**src/rtl/video_timing_pkg.sv**
```systemverilog
// Shared timing constants and encodings for the raster sequencer.
// The defaults describe 640x480@60 with a 25.175 MHz pixel clock.
package video_timing_pkg;

  localparam int unsigned H_ACTIVE_DEF = 640;
  localparam int unsigned H_FP_DEF     = 16;
  localparam int unsigned H_SYNC_DEF   = 96;
  localparam int unsigned H_BP_DEF     = 48;
  localparam int unsigned V_ACTIVE_DEF = 480;
  localparam int unsigned V_FP_DEF     = 10;
  localparam int unsigned V_SYNC_DEF   = 2;
  localparam int unsigned V_BP_DEF     = 33;

  typedef enum logic [1:0] {
    StIdle  = 2'b00,
    StRun   = 2'b01,
    StDrain = 2'b10
  } vt_state_e;

  typedef enum logic [1:0] {
    RegActive = 2'b00,
    RegFp     = 2'b01,
    RegSync   = 2'b10,
    RegBp     = 2'b11
  } vt_region_e;

endpackage

```
**src/rtl/video_axis_cnt.sv**
```systemverilog
// One raster axis: position counter with wrap at TOTAL-1 and decoded region.
// Used once per pixel for the horizontal axis and once per line for the vertical axis.
module video_axis_cnt
  import video_timing_pkg::*;
#(
  parameter int unsigned ACTIVE = H_ACTIVE_DEF,
  parameter int unsigned FP     = H_FP_DEF,
  parameter int unsigned SYNC   = H_SYNC_DEF,
  parameter int unsigned BP     = H_BP_DEF,
  parameter int unsigned W      = 10
) (
  input  logic         clk,
  input  logic         rst_n,
  input  logic         inc,
  input  logic         clr,
  output logic [W-1:0] cnt,
  output vt_region_e   region,
  output logic         wrap
);

  localparam int unsigned TOTAL = ACTIVE + FP + SYNC + BP;

  localparam logic [W-1:0] LAST       = W'(TOTAL - 1);
  localparam logic [W-1:0] FP_START   = W'(ACTIVE);
  localparam logic [W-1:0] SYNC_START = W'(ACTIVE + FP);
  localparam logic [W-1:0] BP_START   = W'(ACTIVE + FP + SYNC);

  // Exact compare keeps the counter inside 0..TOTAL-1 even when TOTAL < 2**W.
  assign wrap = (cnt == LAST);

  always_ff @(posedge clk or negedge rst_n) begin
    if (!rst_n) begin
      cnt <= '0;
    end else if (clr) begin
      cnt <= '0;
    end else if (inc) begin
      cnt <= wrap ? '0 : cnt + 1'b1;
    end
  end

  always_comb begin
    if (cnt < FP_START) begin
      region = RegActive;
    end else if (cnt < SYNC_START) begin
      region = RegFp;
    end else if (cnt < BP_START) begin
      region = RegSync;
    end else begin
      region = RegBp;
    end
  end

endmodule

```
**src/rtl/video_timing_ctrl.sv**
```systemverilog
// Raster sequencer for the DVI transmitter: hsync/vsync/dena plus a pixel request
// that leads dena by one cycle so a registered colour source lines up with dena.
module video_timing_ctrl
  import video_timing_pkg::*;
#(
  parameter int unsigned H_ACTIVE = H_ACTIVE_DEF,
  parameter int unsigned H_FP     = H_FP_DEF,
  parameter int unsigned H_SYNC   = H_SYNC_DEF,
  parameter int unsigned H_BP     = H_BP_DEF,
  parameter int unsigned V_ACTIVE = V_ACTIVE_DEF,
  parameter int unsigned V_FP     = V_FP_DEF,
  parameter int unsigned V_SYNC   = V_SYNC_DEF,
  parameter int unsigned V_BP     = V_BP_DEF,
  parameter bit          HS_POL   = 1'b0,
  parameter bit          VS_POL   = 1'b0,
  parameter int unsigned XW       = 10,
  parameter int unsigned YW       = 10
) (
  input  logic          pxlclk,
  input  logic          rstn,
  input  logic          en,
  output logic          px_req,
  output logic [XW-1:0] x,
  output logic [YW-1:0] y,
  output logic          frame_start,
  output logic          line_start,
  output logic          hsync,
  output logic          vsync,
  output logic          dena,
  output logic          busy,
  output logic [15:0]   frame_cnt
);

  vt_state_e     state;
  logic          running;
  logic [XW-1:0] h;
  logic [YW-1:0] v;
  vt_region_e    h_region;
  vt_region_e    v_region;
  logic          h_wrap;
  logic          v_wrap;
  logic          frame_end;
  logic          px_act;
  logic          hs_s0;
  logic          vs_s0;

  assign running   = (state != StIdle);
  assign frame_end = running & h_wrap & v_wrap;
  assign px_act    = running && (h_region == RegActive) && (v_region == RegActive);

  video_axis_cnt #(
    .ACTIVE (H_ACTIVE),
    .FP     (H_FP),
    .SYNC   (H_SYNC),
    .BP     (H_BP),
    .W      (XW)
  ) u_h_cnt (
    .clk    (pxlclk),
    .rst_n  (rstn),
    .inc    (running),
    .clr    (!running),
    .cnt    (h),
    .region (h_region),
    .wrap   (h_wrap)
  );

  video_axis_cnt #(
    .ACTIVE (V_ACTIVE),
    .FP     (V_FP),
    .SYNC   (V_SYNC),
    .BP     (V_BP),
    .W      (YW)
  ) u_v_cnt (
    .clk    (pxlclk),
    .rst_n  (rstn),
    .inc    (running & h_wrap),
    .clr    (!running),
    .cnt    (v),
    .region (v_region),
    .wrap   (v_wrap)
  );

  // A started frame always runs to its end; en is only honoured at the frame boundary
  // (DRAIN just remembers that en has gone low so a re-raise continues seamlessly).
  always_ff @(posedge pxlclk or negedge rstn) begin
    if (!rstn) begin
      state     <= StIdle;
      busy      <= 1'b0;
      frame_cnt <= '0;
    end else begin
      unique case (state)
        StIdle: begin
          if (en) begin
            state <= StRun;
            busy  <= 1'b1;
          end
        end
        StRun, StDrain: begin
          if (frame_end) begin
            frame_cnt <= frame_cnt + 16'd1;
            state     <= en ? StRun : StIdle;
            busy      <= en;
          end else begin
            state <= en ? StRun : StDrain;
          end
        end
        default: begin
          state <= StIdle;
          busy  <= 1'b0;
        end
      endcase
    end
  end

  // Stage 0 carries the request and raw sync flags; stage 1 aligns dena/hsync/vsync.
  always_ff @(posedge pxlclk or negedge rstn) begin
    if (!rstn) begin
      px_req      <= 1'b0;
      x           <= '0;
      y           <= '0;
      frame_start <= 1'b0;
      line_start  <= 1'b0;
      hs_s0       <= 1'b0;
      vs_s0       <= 1'b0;
      dena        <= 1'b0;
      hsync       <= ~HS_POL;
      vsync       <= ~VS_POL;
    end else begin
      px_req <= px_act;
      if (px_act) begin
        x <= h;
        y <= v;
      end
      frame_start <= px_act && (h == '0) && (v == '0);
      line_start  <= px_act && (h == '0);
      hs_s0       <= running && (h_region == RegSync);
      vs_s0       <= running && (v_region == RegSync);
      dena        <= px_req;
      hsync       <= hs_s0 ? HS_POL : ~HS_POL;
      vsync       <= vs_s0 ? VS_POL : ~VS_POL;
    end
  end

endmodule

```
**config.mk**
```make
export PLATFORM = sky130hd
export DESIGN_NAME = video_timing_ctrl
export DESIGN_NICKNAME = d
export VERILOG_FILES = /design/src/rtl/video_timing_pkg.sv /design/src/rtl/video_axis_cnt.sv /design/src/rtl/video_timing_ctrl.sv
export SDC_FILE = /design/constraint.sdc
export NUM_CORES = 1
export LEC_CHECK = 0
export CAP_MARGIN = 10
export CELL_PAD_IN_SITES_DETAIL_PLACEMENT = 0
export CELL_PAD_IN_SITES_GLOBAL_PLACEMENT = 1
export CORE_ASPECT_RATIO = 0.5
export CORE_UTILIZATION = 42
export CTS_CLUSTER_DIAMETER = 80
export CTS_CLUSTER_SIZE = 12
export DETAILED_ROUTE_END_ITERATION = 12
export GPL_ROUTABILITY_DRIVEN = 0
export PLACE_DENSITY = 0.76
export RECOVER_POWER = 25
export SYNTH_ARGS = -nofsm -noshare
export SYNTH_HDL_FRONTEND = slang
export SYNTH_SLANG_ARGS = --single-unit
```
**constraint.sdc**
```tcl
create_clock -name pxlclk -period 2.9 [get_ports pxlclk]
set_input_delay 0.29 -clock pxlclk [delete_from_list [all_inputs] [get_ports pxlclk]]
set_output_delay 0.29 -clock pxlclk [all_outputs]
set_load 0.01 [all_outputs]
```
==> results.ini, run 1 <==
[setup_path]
cp_cell_sequence=inv_1, ha_1, nor4b_1, nand4_1, nor4_4, nor3b_1, xor2_1
reg2reg_from=u_v_cnt.cnt[1]
crit_buf_inv=1
worstPathRequired_ns=3.15
end_kind=flop
crit_fanout=7
worstPathArrival_ns=2.73
path_delay_family=simple AND/OR/NAND/NOR gates
r2r_cells=7
worstSetupPathDepth=7
max_stage_delay_ns=0.50
slowest_stage=nor4_4
critPathLaunch=u_v_cnt.cnt[1]
crit_path_start_kind=flop
critPathKind=flop to flop

[cts]
postCtsHoldBufs=0
cts_tree=done
clock_sinks=67
h-tree-depth=3
clk_latency_ns=0.33
cts_resized=0
clkSlewWorstSetupHoldPaths_ns=0.05
cts.root.buffer_cell=clkbuf_16
cts_setup_buffers=0
clockBufferDepth=2
cts_buffers=9

[global_route]
grt_pass1_vias=2201
grt_pass1_wl_mm=10.6
grt_overflow=0
grt_max_degree=32
grt_usage_pct=18.1
antenna_found_initial=0

[routing]
drc=0
drt_iter0_drc=76
wl_per_cell_um=13.9
wl_mm=5.93
ant_nets=0
dr.pass1.iters=4
vias=2173
via_per_inst=5.08

[yosys]
ys_warn_count=0
yosys.area.top_type=dfrtp_1
ys_types=42
synth_top_flop_cell=dfrtp_1
synth_sequential_area_ratio_pct=54.3
async_flop_share_pct=100
synth_most_common_cell=dfrtp_1
synth_edf_count=0
synth_common_cells=dfrtp_1 (65), nor2_1 (28), inv_1 (20), nand2_1 (18), mux2_2 (17)
syn_inst=280
synth_top_cell_area_share_pct=52.6
ys_seq_elements=67
synthTopCellsByArea=dfrtp_1 (53%), mux2_2 (6.2%), xnor2_1 (4.5%)
syn-cell-area_mm2=0.00309
syn_nets=290
syn_area_per_cell_um2=11.1

[floorplan]
ios=46
fp.dieH_um=62.7
core_area_mm2=0.00691
rows=21
dieArea_mm2=0.00774
chipWidth_um=123
initial_utilization_pct=44.8

[layout]
final_nets=342
final_layout_size_suffix_gt1_share_pct=14.0
layout.cells.non_filler=428
area_growth_pct=26.1
antenna_cells=0

[power]
total_power_w=0.00284
leakage_nw=1.75
vdd_drop_max_mv=0.357
powerDensity_mw_per_mm2=727

[sta]
whs_ns=0.352
rsz0062_at_grt=no
slew_headroom_pct=-12.0
skew_ns=0.00595
fmax_mhz=403
period_minus_slack_ns=2.48
hold_viol_final=0
finalCritPeriodShare_pct=85.6
slew_viol_final=32
tightestPinTransition_ns=1.68
setup_slack_ns=0.417
setup_viol=0
fin_tns_setup_ns=0

[placed_design]
dp_slack_ns=0.419
dp.cells=413
portBuffers=45
hpwl_mm=4.27

[status]
violations=max-capacitance violations, max-slew violations
outcome=complete, but fails checks

[min_path]
hold_depth=1
worstHoldStart=hs_s0
hold_path.class=flop to flop

[flow_run]
maxCapViolCount=1

-- cells by family (layout without fill, tap and decap cells) --
kind of cell               Yosys count  after routing  synth area share [%]
muxes                               18             18                  6.51
adders and majority gates            7              7                  2.83
xor gates and xnor gates            25             25                  7.08
AOI/OAI and AO/OA                   26             26                  5.26
DFF                                 67             67                  54.3
and+or+nand+nor                    107            107                  19.7
buffers and inverters               30             86                  4.41
-- flip-flops by register name (all words and copies together) (netlist names) --
name,count
u_h_cnt.cnt,10
dena,1
busy,1
vs_s0,1
y,10
hsync,1
px_req,1
frame_start,1
x,10
vsync,1
u_v_cnt.cnt,10
hs_s0,1
frame_cnt,16
line_start,1
state,2
-- area by class of cell --
type / instances / area (µm²)
well taps: 92 / 115
clock buffers: 15 / 268
fillers: 605 / 3010
multi-input cells: 183 / 1280
inverters: 20 / 75.1
repair buffers: 51 / 485
flip-flops and latches: 67 / 1680
-- layer usage --
layer	up-vias	GRT usage (%)	share of wire, %
li1	1067	-	-
met2	46	26.0	45
met1	1049	24.6	49
met4	0	7.68	1.8
met3	11	6.20	4.1
met5	-	0	0
-- metrics by stage --
stage               util, %  instance area [µm²]
floorplan                 -                 3090
global placement       52.7                 3640
detailed placement     52.7                 3640
CTS                    56.5                 3910
global route           56.5                 3900
finish                 56.5                 3900
-- cell usage in the layout (no fill, tap or decap), types with 3 or more instances in the layout --
cell	instances
dfrtp_1	65
clkdlybuf4s50_1	44
nor2_1	28
inv_1	20
nand2_1	18
mux2_2	17
nand3_1	16
xnor2_1	16
o21ai_0	11
xor2_1	9
clkbuf_16	9
nor3_1	8
ha_1	7
clkbuf_1	6
nor4_1	5
buf_4	5
nor2b_1	4
and4_1	4
a21oi_1	4
and3_1	3
nand4_1	3
a22o_1	3
-- report_power, final --
part	internal (W)	total, W	switching, W
sequential	0.00104	0.00111	0.0000657
combinational	0.000358	0.000754	0.000397
clock	0.000620	0.000973	0.000353
-- path summary, 6_finish.rpt --
path | slack [ns] | to
worst min register to register | 0.35 | hsync
worst min-delay path | 0.35 | hsync
max in group asynchronous | 0.90 | x[2]
worst max register to register | 0.42 | frame_cnt[13]
min in group asynchronous | 0.39 | frame_cnt[15]
worst max-delay path | 0.42 | frame_cnt[13]
(Power assumes the default switching activity.)
==> run 2, diff against run 1 <==
Settings changed: CELL_PAD_IN_SITES_DETAIL_PLACEMENT 0 to unset, CELL_PAD_IN_SITES_GLOBAL_PLACEMENT 1 to unset, CORE_UTILIZATION 42 to 30, PLACE_DENSITY 0.76 to 0.47.
==> run 2 against run 1 <==
  * The run still ends with max-capacitance violations, max-slew violations left
  * Sequential share of layout area is 0.92 points lower
  * Register-to-register slack hardly changed
  * Sequential power hardly changed
  * Count of clock-buffer cells in the layout is 1 lower
  * Clock power is 12% higher
  * Cell count is 10% higher
  * Flip-flop and latch count stayed put
  * Critical endpoint is now frame_cnt[10]
  * Total power is 4.8% higher
  * First-iteration DRC count is 39% higher
  * Die area is 39% higher
  * Global-route usage is 4.4 points lower
==> results.ini, run 2 (synthesis gave the netlist of run 1 again) <==
[status]
outcome=complete, but fails checks
violations=max-capacitance violations, max-slew violations

[layout]
final_layout_size_suffix_gt1_share_pct=14.5
regArea_mm2=0.00168
largest_reg_flops=16
layout.cells.non_filler=472
multi_input_area_mm2=0.00128
layout_common_cells=dfrtp_1 (65), clkdlybuf4s50_1 (44), nor2_1 (28), inv_1 (20), nand2_1 (18)
utilization_pct=41.0
nFillCells=945
largest-register=frame_cnt
area_growth_pct=28.8
antenna_cells=0
final_common_cell=dfrtp_1
final_nets=342

[sta]
finalCritPeriodShare_pct=86.1
slew_viol_final=33
fin_tns_setup_ns=0
setup_viol=0
slew_headroom_pct=-18.3
rsz0062_at_grt=no
hold_viol_final=0
tightestPinTransition_ns=1.77
skew_ns=0.00710
fmax_mhz=400
period_minus_slack_ns=2.50

[cts]
cts_resized=0
cts_buffers=9
clk_latency_ns=0.33
clockBufferDepth=2
clock_sinks=67
h-tree-depth=3
postCtsHoldBufs=0
cts_tree=done
cts.root.buffer_cell=clkbuf_16
clkSlewWorstSetupHoldPaths_ns=0.06
cts_setup_buffers=0

[floorplan]
dieArea_mm2=0.0107
fp.dieH_um=73.8
ios=46
core_area_mm2=0.00973
chipWidth_um=146
initial_utilization_pct=31.8
rows=25

[setup_path]
reg2reg_from=u_h_cnt.cnt[0]
cp_cell_sequence=ha_1, nand4_2, or4_4, or4_4, nor4_4, xor2_1
worstPathArrival_ns=2.75
cp_common_cell=or4_4
crit_path_start_kind=flop
end_kind=flop
crit_fanout=7
critPathLaunch=u_h_cnt.cnt[0]
slowest_stage=or4_4
critPathKind=flop to flop
max_stage_delay_ns=0.63
worstPathRequired_ns=3.15

[global_route]
grt_usage_pct=13.7
grt_max_degree=33
antenna_found_initial=0
grt_overflow=0
grt_pass1_vias=2220
grt_pass1_wl_mm=11.2

[min_path]
worstHoldStart=hs_s0
hold_path.class=flop to flop

[power]
powerDensity_mw_per_mm2=745
vdd_drop_max_mv=0.344
leakage_nw=1.77

[placed_design]
portBuffers=45
hpwl_mm=4.66
dp.cells=456

[routing]
drt_iter0_drc=106
via_per_inst=4.61
vias=2175
dr.pass1.iters=4
ant_nets=0
drc=0
wl_mm=6.54
wl_per_cell_um=13.9

[flow_run]
maxCapViolCount=1

[run 2: cell count changes in the layout (fill, tap and decap cells not counted), sizes merged]
cell | previous run | this run
clkbuf | 17 | 16
bufinv | 0 | 1
clkinv | 0 | 1
[run 2: final timing paths]
path | endpoint | slack, ns | cells past startpoint
max | frame_cnt[10] | 0.40 | 6
min | hsync | 0.35 | 1
max reg2reg | frame_cnt[10] | 0.40 | 6
min reg2reg | hsync | 0.35 | 1
max in group asynchronous | x[7] | 0.94 | 2
min in group asynchronous | px_req | 0.43 | 1
[run 2: stage by stage]
step | worst slack (ns) | hold WS (ns) | area [µm²] | power, W
3_5_place_dp | 0.388 | 0.341 | 3690 | 0.00191
2_1_floorplan | 0.480 | -0.00559 | 3090 | 0.00158
6_report | 0.402 | 0.347 | 3990 | 0.00297
3_3_place_gp | 0.482 | 0.340 | 3690 | 0.00190
4_1_cts | 0.380 | 0.0575 | 3990 | 0.00303
5_1_grt | 0.121 | 0.355 | 3990 | 0.00315
[run 2: final cells by class]
cell class	instances	area share (%)
inverter	20	1.88
tap	135	4.24
sequential	67	42.1
timing repair buffer	51	12.2
clock buffer	14	6.62
clock inverter	2	0.879
multi-input combinational	183	32.1
[run 2: worst max-delay path: cells and delay by family (launching register included)]
family | cells | cell delay (ns)
simple gates | 4 | 1.57
flops | 1 | 0.43
fa+ha+maj | 1 | 0.25
xor+xnor | 1 | 0.18
[run 2: metal layers]
metal  track usage, %  share of wire (%)
met2             21.4                 45
met4             4.91                1.2
met1             17.9                 50
met5                0                  0
met3             4.66                3.8
[run 2: report_power, final]
group	total [W]	leakage, nW	internal, W	switching [W]
Clock	0.00109	0.147	0.000712	0.000381
Combinational	0.000765	0.715	0.000357	0.000408
Sequential	0.00111	0.909	0.00104	0.0000719
==> run 3, diff against run 2 <==
Settings changed: CTS_BUF_LIST set to sky130_fd_sc_hd__clkbuf_16.
==> run 3 against run 2 <==
  * The run still ends with max-capacitance violations, max-slew violations left
  * Flip-flop and latch count unchanged
  * Worst setup slack improved by 0.0012 ns
  * Final area decreased by 0.50%
  * Worst hold slack unchanged
  * Sequential power about the same
  * Via count about the same
  * Critical endpoint unchanged
  * Largest cell class unchanged
  * Highest routed layer unchanged
==> results.ini, run 3 (synthesis gave the netlist of run 1 again) <==
[setup_path]
crit_fanout=7
reg2reg_from=u_h_cnt.cnt[0]
cp-endpoint=frame_cnt[10]
r2r_setup_slack_ns=0.40
end_kind=flop
worstPathRequired_ns=3.15
worstPathArrival_ns=2.75
r2r_cells=6
critPathKind=flop to flop
critPathLaunch=u_h_cnt.cnt[0]
timing.rr.end=frame_cnt[10]
crit_path_start_kind=flop

[routing]
drt_iter0_drc=73
ant_nets=0
vias=2177
dr.pass1.iters=4
via_per_inst=4.61
wl_per_cell_um=13.8
drc=0
wl_mm=6.52

[sta]
slew_viol_final=33
period_minus_slack_ns=2.50
slew_headroom_pct=-18.3
finalCritPeriodShare_pct=86.1
setup_slack_ns=0.403
fin_tns_setup_ns=0
fmax_mhz=400
setup_viol=0
skew_ns=0.00737
tightestPinTransition_ns=1.77
hold_viol_final=0
rsz0062_at_grt=no

[power]
p_sw_share_pct=29.6
power.internal_w=0.00205
powerDensity_mw_per_mm2=732
power_frac_comb_pct=26.3
seqPwrFrac_pct=38.3
leakage_nw=1.77
power.switching_w=0.000858
vdd_drop_max_mv=0.344
clkPwrFrac_pct=35.4

[cts]
cts_resized=0
cts_setup_buffers=0
cts_buffers=9
cts_tree=done
postCtsHoldBufs=0
clkSlewWorstSetupHoldPaths_ns=0.06
clk_latency_ns=0.33
clock_sinks=67
clockBufferDepth=2
h-tree-depth=3
cts.root.buffer_cell=clkbuf_16

[floorplan]
ios=46
fp.dieH_um=73.8
initial_utilization_pct=31.8
dieArea_mm2=0.0107
rows=25
core_area_mm2=0.00973
chipWidth_um=146

[global_route]
grt_overflow=0
grt_usage_pct=13.6
grt_pass1_vias=2212
antenna_found_initial=0
grt_max_degree=33
grt_pass1_wl_mm=11.2

[flow_run]
maxCapViolCount=1

[placed_design]
hpwl_mm=4.66
placed_area_mm2=0.00369
dp_slack_ns=0.388
portBuffers=45

[layout]
largest_reg_flops=16
final_nets=342
antenna_cells=0
final_common_cell=dfrtp_1
largest-register=frame_cnt
post-route-cell-area_mm2=0.00397
layout_common_cells=dfrtp_1 (65), clkdlybuf4s50_1 (44), nor2_1 (28), inv_1 (23), nand2_1 (18)
area_growth_pct=28.2
final_layout_size_suffix_gt1_share_pct=13.9

[status]
outcome=complete, but fails checks
violations=max-capacitance violations, max-slew violations

[min_path]
hold_depth=1
hold_path.class=flop to flop

[run 3: layout make-up]
type / count / area (µm²)
inverters: 20 / 75.1
fillers: 947 / 5760
clock buffers: 9 / 225
clock inverters: 7 / 53.8
flip-flops and latches: 67 / 1680
repair buffers: 51 / 485
well taps: 135 / 169
multi-input cells: 183 / 1280
[run 3: worst max-delay path, stage by stage (launching register included)]
cell	delay, ns
dfrtp_1	0.43
ha_1	0.25
nand4_2	0.18
or4_4	0.63
or4_4	0.58
nor4_4	0.18
xor2_1	0.18
[run 3: power by group through the flow]
stage	Combinational [W]	Sequential [W]	Clock, W
2_1_floorplan	0.000435	0.00114	0
3_3_place_gp	0.000778	0.00112	0
3_5_place_dp	0.000782	0.00113	0
4_1_cts	0.000787	0.00111	0.00106
5_1_grt	0.000859	0.00113	0.00110
6_report	0.000764	0.00111	0.00103
[run 3: how the worst min path moves through the flow]
stage	to	startpoint
after global placement	hsync	hs_s0
after global routing	hsync	hs_s0
after detailed placement	hsync	hs_s0
after floorplan	busy	rstn
after CTS	y[9]	rstn
final	hsync	hs_s0
[run 3: layer usage]
metal / up-vias / track usage, % / wire length (µm)
met5: - / 0 / 0
met1: 1070 / 17.8 / 3300
met3: 9 / 4.66 / 238
met4: 0 / 4.91 / 79
li1: 1058 / - / -
met2: 40 / 21.2 / 2900
[run 3: stage by stage]
step                power [W]  hold WS [ns]  cells  utilization, %
floorplan             0.00158      -0.00559    280               -
global route          0.00309         0.355    472            40.8
detailed placement    0.00191         0.341    456            38.0
CTS                   0.00296        0.0569    472            40.8
global placement      0.00190         0.340    456            38.0
finish                0.00290         0.347    472            40.8
